**src/rtl/db9_splitter_scanner.sv**
```systemverilog
// db9_splitter_scanner
// DB9 joystick front-end. A single-clock scan FSM drives the external splitter
// select line and waits for the splitter to settle. It then samples the
// synchronised, active-low DB9 pins and debounces each port's 6-bit vector.
// The result is two positive-logic CB UDLR joystick vectors.
module db9_splitter_scanner #(
  parameter int PHASE_CYCLES  = 128,
  parameter int SETTLE_CYCLES = 64,
  parameter int DEBOUNCE      = 3
) (
  input  logic       clk_sys,
  input  logic       reset_n,
  input  logic [1:0] mode,
  input  logic [5:0] joy_o_db9,
  output logic       splitter_select,
  output logic [5:0] joy1,
  output logic [5:0] joy2,
  output logic       scan_done
);

  localparam int            CW          = $clog2(PHASE_CYCLES);
  localparam logic [CW-1:0] SETTLE_LAST = CW'(SETTLE_CYCLES - 1);
  localparam logic [CW-1:0] PHASE_LAST  = CW'(PHASE_CYCLES - 1);
  localparam logic [3:0]    DEB_LAST    = 4'(DEBOUNCE - 1);

  localparam logic [1:0] MODE_P1    = 2'b00;
  localparam logic [1:0] MODE_P2    = 2'b01;
  localparam logic [1:0] MODE_SPLIT = 2'b10;

  typedef enum logic [1:0] {
    A_SETTLE = 2'd0,
    A_HOLD   = 2'd1,
    B_SETTLE = 2'd2,
    B_HOLD   = 2'd3
  } state_t;

  state_t          state_reg, state_next;
  logic [CW-1:0]   cnt_reg, cnt_next;
  logic [5:0]      sync1_reg, sync2_reg;
  logic [5:0]      sample;
  logic [1:0]      mode_reg;
  logic            mode_seen_reg;
  logic            mode_change;
  logic            cap_a, cap_b;
  logic [1:0]      cap_vec;
  logic            sel_reg, sel_next;
  logic            done_reg, done_next;
  logic [5:0]      joy1_reg, joy1_next;
  logic [5:0]      joy2_reg, joy2_next;
  logic [1:0][5:0] stable_vec;

  // Two-flop synchroniser on the asynchronous pins; idle pins read as released.
  always_ff @(posedge clk_sys or negedge reset_n) begin
    if (!reset_n) begin
      sync1_reg <= 6'h3F;
      sync2_reg <= 6'h3F;
    end else begin
      sync1_reg <= joy_o_db9;
      sync2_reg <= sync1_reg;
    end
  end

  assign sample = ~sync2_reg;

  // Registered copy of mode. The seen flag stops the first cycle after reset
  // from looking like a mode change.
  always_ff @(posedge clk_sys or negedge reset_n) begin
    if (!reset_n) begin
      mode_reg      <= 2'b00;
      mode_seen_reg <= 1'b0;
    end else begin
      mode_reg      <= mode;
      mode_seen_reg <= 1'b1;
    end
  end

  assign mode_change = mode_seen_reg && (mode != mode_reg);

  // Scan FSM next state. A mode change restarts the scan and wins over any capture.
  always_comb begin
    state_next = state_reg;
    cnt_next   = cnt_reg + CW'(1);
    cap_a      = 1'b0;
    cap_b      = 1'b0;
    if (mode_change) begin
      state_next = A_SETTLE;
      cnt_next   = '0;
    end else begin
      case (state_reg)
        A_SETTLE: begin
          if (cnt_reg == SETTLE_LAST) begin
            cap_a      = 1'b1;
            state_next = A_HOLD;
          end
        end
        A_HOLD: begin
          if (cnt_reg == PHASE_LAST) begin
            cnt_next   = '0;
            state_next = (mode == MODE_SPLIT) ? B_SETTLE : A_SETTLE;
          end
        end
        B_SETTLE: begin
          if (cnt_reg == SETTLE_LAST) begin
            cap_b      = 1'b1;
            state_next = B_HOLD;
          end
        end
        B_HOLD: begin
          if (cnt_reg == PHASE_LAST) begin
            cnt_next   = '0;
            state_next = A_SETTLE;
          end
        end
        default: begin
          cnt_next   = '0;
          state_next = A_SETTLE;
        end
      endcase
    end
    sel_next  = !((state_next == B_SETTLE) || (state_next == B_HOLD));
    done_next = cap_b || (cap_a && (mode != MODE_SPLIT));
  end

  assign cap_vec = {cap_b, cap_a};

  // Scan FSM state, phase counter, select line and scan-complete pulse.
  always_ff @(posedge clk_sys or negedge reset_n) begin
    if (!reset_n) begin
      state_reg <= A_SETTLE;
      cnt_reg   <= '0;
      sel_reg   <= 1'b1;
      done_reg  <= 1'b0;
    end else begin
      state_reg <= state_next;
      cnt_reg   <= cnt_next;
      sel_reg   <= sel_next;
      done_reg  <= done_next;
    end
  end

  // One debouncer per port (0 = A side, 1 = B side).
  for (genvar gi = 0; gi < 2; gi++) begin : g_port
    logic [5:0] last_reg;
    logic [3:0] deb_reg, deb_next;
    logic [5:0] stable_reg;
    logic       load_reg;

    // Run length of identical captures, saturating at DEBOUNCE-1.
    always_comb begin
      deb_next = 4'd0;
      if (sample == last_reg) begin
        deb_next = (deb_reg == DEB_LAST) ? DEB_LAST : deb_reg + 4'd1;
      end
    end

    // Track the last capture and load the stable value once the run is long enough.
    always_ff @(posedge clk_sys or negedge reset_n) begin
      if (!reset_n) begin
        last_reg   <= 6'h00;
        deb_reg    <= 4'd0;
        stable_reg <= 6'h00;
        load_reg   <= 1'b0;
      end else if (mode_change) begin
        last_reg   <= 6'h00;
        deb_reg    <= 4'd0;
        stable_reg <= 6'h00;
        load_reg   <= 1'b0;
      end else begin
        load_reg <= 1'b0;
        if (cap_vec[gi]) begin
          last_reg <= sample;
          deb_reg  <= deb_next;
          load_reg <= (deb_next == DEB_LAST);
        end
        if (load_reg) begin
          stable_reg <= last_reg;
        end
      end
    end

    assign stable_vec[gi] = stable_reg;
  end

  // Route the debounced ports to the player outputs for the current mode.
  always_comb begin
    joy1_next = 6'h00;
    joy2_next = 6'h00;
    if (!mode_change) begin
      case (mode)
        MODE_P1:    joy1_next = stable_vec[0];
        MODE_P2:    joy2_next = stable_vec[0];
        MODE_SPLIT: begin
          joy1_next = stable_vec[0];
          joy2_next = stable_vec[1];
        end
        default: begin
          joy1_next = 6'h00;
          joy2_next = 6'h00;
        end
      endcase
    end
  end

  // Registered joystick outputs.
  always_ff @(posedge clk_sys or negedge reset_n) begin
    if (!reset_n) begin
      joy1_reg <= 6'h00;
      joy2_reg <= 6'h00;
    end else begin
      joy1_reg <= joy1_next;
      joy2_reg <= joy2_next;
    end
  end

  assign splitter_select = sel_reg;
  assign scan_done       = done_reg;
  assign joy1            = joy1_reg;
  assign joy2            = joy2_reg;

endmodule

```
**config.mk**
```make
export PLATFORM = sky130hd
export DESIGN_NAME = db9_splitter_scanner
export DESIGN_NICKNAME = d
export VERILOG_FILES = /design/src/rtl/db9_splitter_scanner.sv
export SDC_FILE = /design/constraint.sdc
export NUM_CORES = 1
export LEC_CHECK = 0
export BUFFER_PORTS_ARGS = -buffer_cell sky130_fd_sc_hd__buf_2
export CAP_MARGIN = 40
export CORE_MARGIN = 3
export CORE_UTILIZATION = 40
export DETAILED_ROUTE_END_ITERATION = 7
export PLACE_DENSITY_LB_ADDON = 0.05
export SLEW_MARGIN = 20
export SYNTH_ARGS = -nofsm -noshare
export SYNTH_HDL_FRONTEND = slang
export SYNTH_SLANG_ARGS = --single-unit
```
**constraint.sdc**
```tcl
create_clock -name clk_sys -period 4.2 [get_ports clk_sys]
set_clock_uncertainty 0.15 [all_clocks]
set_input_delay 0.42 -clock clk_sys [delete_from_list [all_inputs] [get_ports clk_sys]]
set_output_delay 0.42 -clock clk_sys [all_outputs]
set_load 0.05 [all_outputs]
```
==> flow_summary.rst <==
.. list-table::
   :header-rows: 1

   * - Metric
     - Value
   * - Result of the run
     - finished, final reports clean
   * - Post-Synthesis Mean Instance Area
     - roughly 11 um^2
   * - Synth top area share
     - 0.4681
   * - Max incr delay on CP
     - approximately 0.53 ns
   * - Internal cell power
     - roughly 1.0 mW
   * - Setup TNS
     - 0 ns
   * - Number of CTS-inserted buffers
     - 9
   * - Seq/Total Area, Yosys
     - 0.5764
   * - Syn-to-layout area delta
     - 13.29%
   * - Insertion delay to the later sink of the worst-skew pair
     - between 0.3 and 0.4 ns
   * - Post-route DRC
     - 0
   * - Boundary pin count
     - 24
   * - Input/output buffers
     - 23
   * - # rows
     - 31
   * - TritonCTS clock tree
     - built
   * - Number of antenna-violating nets in the routed design
     - 0
   * - Critical path data arrival time
     - about 2.2 ns
   * - H-tree levels
     - 3
   * - Max cap viols
     - 0
   * - Routability cong.
     - 0.7469
   * - Main area contributors after synthesis
     - dfrtp_1 (47%), dfstp_2 (11%), xnor2_1 (5.0%), mux2i_1 (4.1%), nor2_1 (3.9%)
   * - Cell type with the highest occurrence count on the critical path
     - and4_1
   * - Final worst path period share
     - 0.4946
   * - Sequential fraction of design power
     - 0.550
   * - Pins over their slew limit
     - 0
   * - Worst Hold Endpoint
     - sync1_reg[4]$_DFF_PN1_
   * - Largest net degree at the start of global routing
     - 53
   * - Most numerous cell in the Yosys netlist
     - dfrtp_1
   * - 1st-iter DRT viols
     - 89
   * - Area inside the core boundary
     - 7447 um^2
   * - Required @ worst endpoint
     - around 4.3 ns
   * - Power, Total
     - 1.323 mW
   * - Leakage
     - 1.545 nW
   * - Setup repair after global routing missed its margin
     - no
   * - Leading register cell type out of synthesis
     - dfrtp_1
   * - Ranking of synthesized cells by instance count
     - dfrtp_1 (59), nor2_1 (33), nand2_1 (21), xnor2_1 (18), a21oi_1 (17)
   * - Largest area contributor in the synthesized netlist
     - dfrtp_1
   * - Number of warnings printed during yosys synthesis
     - 0
   * - Final setup violation count
     - 0
   * - Crit. End Element
     - flop
   * - Netlist cell types
     - 39
   * - Standard cell with the maximum stage delay on the critical path
     - and4_1
   * - Total gr overflow
     - 0
   * - Cells traversed along the worst timing path
     - ha_1, and4_1, and4_1, nand3_1, o32ai_1
   * - Achievable Freq
     - 481.4 MHz
   * - Root buf cell
     - clkbuf_8
   * - First-pass GRT wire length
     - just over 10,000 um
   * - Kind of path behind the tightest hold check
     - input pin to flop
   * - Mapped cell area
     - 3154 um^2
   * - Number of antenna violations at the first check in global routing
     - 0
   * - Relative slew slack
     - 0.5102
   * - Worst flop-to-flop path endpoint
     - g_port[1].deb_reg[0]$_DFFE_PN0P_
   * - Clock period minus final worst setup slack
     - between 2 and 2.5 ns
   * - Vertical die dimension
     - 94.80 um
   * - Utilization of the core after routing
     - 0.4798
   * - Overall Global Routing Usage
     - 0.1522
   * - P_sw
     - 0.3124 mW
   * - Number of cells on the worst reg-to-reg path
     - 5
   * - Number of instances on the worst hold path
     - 1
   * - Number of hold violations in the final report
     - 0
   * - Number of synthesized flops with an enable pin
     - 0
   * - Routed via count
     - 2,078
   * - Worst slew pin tran
     - 0.7329 ns
   * - Beginning of the worst register-to-register path
     - cnt_reg[0]$_DFF_PN0_
   * - Buffer count from post-CTS setup fixing
     - 0
   * - Average wire length per cell after detail routing
     - 14.61 um
   * - Fraction of power spent switching nets
     - 0.2361
   * - Total non-filler cell area in the finished layout
     - 3573 um^2
   * - Share of layout cells above drive strength 1
     - 0.2006
   * - Number of global-route vias before repair
     - 1,986
   * - Combinational power share
     - 0.059
   * - Reg2Reg Setup Slack
     - ~2.1 ns
   * - Die width
     - 94.80 um
   * - Fill count
     - 719
   * - Clock Power Share
     - 0.391
   * - Critical path launch point type
     - flop
   * - Number of nets in the synthesized netlist
     - 297
   * - Final nets
     - between 300 and 400
   * - Count of clock tree sinks
     - 72
   * - Total wire length
     - 5961 um
   * - Worst Setup Path Type
     - flop to flop
   * - Deepest clock path buffer count
     - 2
   * - CP delay by family, top
     - simple AND/OR/NAND/NOR gates
   * - Worst hold path startpoint
     - joy_o_db9[4]
   * - Total of flip-flops plus latches after synthesis
     - 72
   * - Die area
     - between 8000 and 9000 um^2
   * - Cell count after synthesis
     - 279
   * - Detailed-route vias per instance
     - roughly 5.1
   * - Peak ir drop on the vdd network
     - 225.3 uV
   * - Async set-or-reset flop fraction in the synthesized netlist
     - 1.000
   * - Buffers plus inverters on the worst setup path
     - 0
   * - Starting Density
     - 0.4236
   * - Hpwl dp
     - 3990 um
   * - Placed inst area
     - 3367 um^2
   * - Number of diodes added for antenna fixing
     - 0
   * - Power density relative to cell area
     - around 370 nW/um^2
   * - Clock transition at path regs
     - 0.08 ns
   * - Largest fanout on the critical path
     - 11
   * - TritonRoute pass-1 iters
     - 4
## worst reg2reg max path, delay by kind of cell, from the launching register on
family | cells | cell delay (ns)
flops | 1 | 0.38
simple gates | 3 | 1.06
compound gates | 1 | 0.17
fa+ha+maj | 1 | 0.21
## power by group through the flow
stage               logic (mW)  clock network [mW]  registers [mW]
floorplan               0.0457                   0           0.737
finish                  0.0777               0.518           0.728
global placement        0.0795                   0           0.740
detailed placement      0.0795                   0           0.740
CTS                     0.0806               0.543           0.727
global route            0.0885               0.573           0.730
## worst max-delay path by stage
stage	startpoint	endpoint	slack, ns	depth (start not counted)
3_5_place_dp	cnt_reg[0]$_DFF_PN0_	g_port[0].load_reg$_DFF_PN0_	1.71	5
2_1_floorplan	cnt_reg[0]$_DFF_PN0_	g_port[0].deb_reg[0]$_DFFE_PN0P_	2.47	7
6_report	cnt_reg[0]$_DFF_PN0_	g_port[1].deb_reg[0]$_DFFE_PN0P_	2.12	5
4_1_cts	cnt_reg[0]$_DFF_PN0_	g_port[0].deb_reg[2]$_DFFE_PN0P_	1.68	5
3_3_place_gp	cnt_reg[0]$_DFF_PN0_	g_port[0].load_reg$_DFF_PN0_	1.79	5
5_1_grt	cnt_reg[0]$_DFF_PN0_	g_port[1].deb_reg[0]$_DFFE_PN0P_	1.94	5
## layout make-up
type                            count  area, um^2  share of cell area
Clock inverter                      6       61.31             0.01716
Timing Repair Buffer               28       158.9             0.04447
Sequential cell                    72        1818              0.5088
Tap cell                           99       123.9             0.03466
Clock buffer                        9       123.9             0.03466
Multi-Input combinational cell    190        1272              0.3561
Inverter                            4       15.01            0.004202
## kinds of logic (layout without fill, tap and decap cells)
| logic type | count (synthesis) | count (layout) | synth area share |
|---|---|---|---|
| xor+xnor | 21 | 21 | 0.05831 |
| compound gates | 34 | 34 | 0.06624 |
| fa+ha+maj | 8 | 8 | 0.03173 |
| simple gates | 113 | 113 | 0.2011 |
| mux | 13 | 13 | 0.04125 |
| other cells | 1 | 1 | 0.001189 |
| flops | 72 | 72 | 0.5764 |
| buf+inv | 17 | 47 | 0.02380 |
## timing repair
item                      4_1_cts  5_1_grt
hold buffers                    1        0
resized for setup               0        0
hold endpoints to repair       20        0
## layer usage
metal | routed length, um | share of wire | track usage | up-vias
met5 | 0 | 0 | 0 | -
met4 | 78 | 0.013 | 0.05048 | 0
met3 | 318 | 0.053 | 0.05020 | 6
met2 | 2645 | 0.44 | 0.2179 | 52
met1 | 2919 | 0.49 | 0.2166 | 1026
li1 | - | - | - | 994
## placed cells by master (no fill, tap or decap), types with 3 or more instances in the layout
cell / count
a21oi_1: 17
ha_1: 8
buf_4: 3
mux2i_1: 13
nor2_1: 33
nand2b_1: 8
a22oi_1: 6
nand3_1: 5
nand4_1: 6
dfstp_2: 13
dfrtp_1: 59
clkbuf_8: 9
or2_0: 6
xnor2_1: 18
inv_1: 4
nand2_1: 21
a31oi_1: 4
nor2b_1: 7
buf_2: 23
xor2_1: 3
and2_1: 6
nand4b_1: 6
clkinv_2: 3
## per-stage QoR
step | std cells | hold slack, ns | setup slack (ns)
floorplan | 279 | -0.02559 | 2.466
global placement | 391 | 0.1958 | 1.794
detailed placement | 391 | 0.1969 | 1.713
CTS | 407 | 0.003798 | 1.682
global route | 408 | 0.001451 | 1.939
finish | 408 | 0.03190 | 2.123
(Power assumes the default switching activity.)
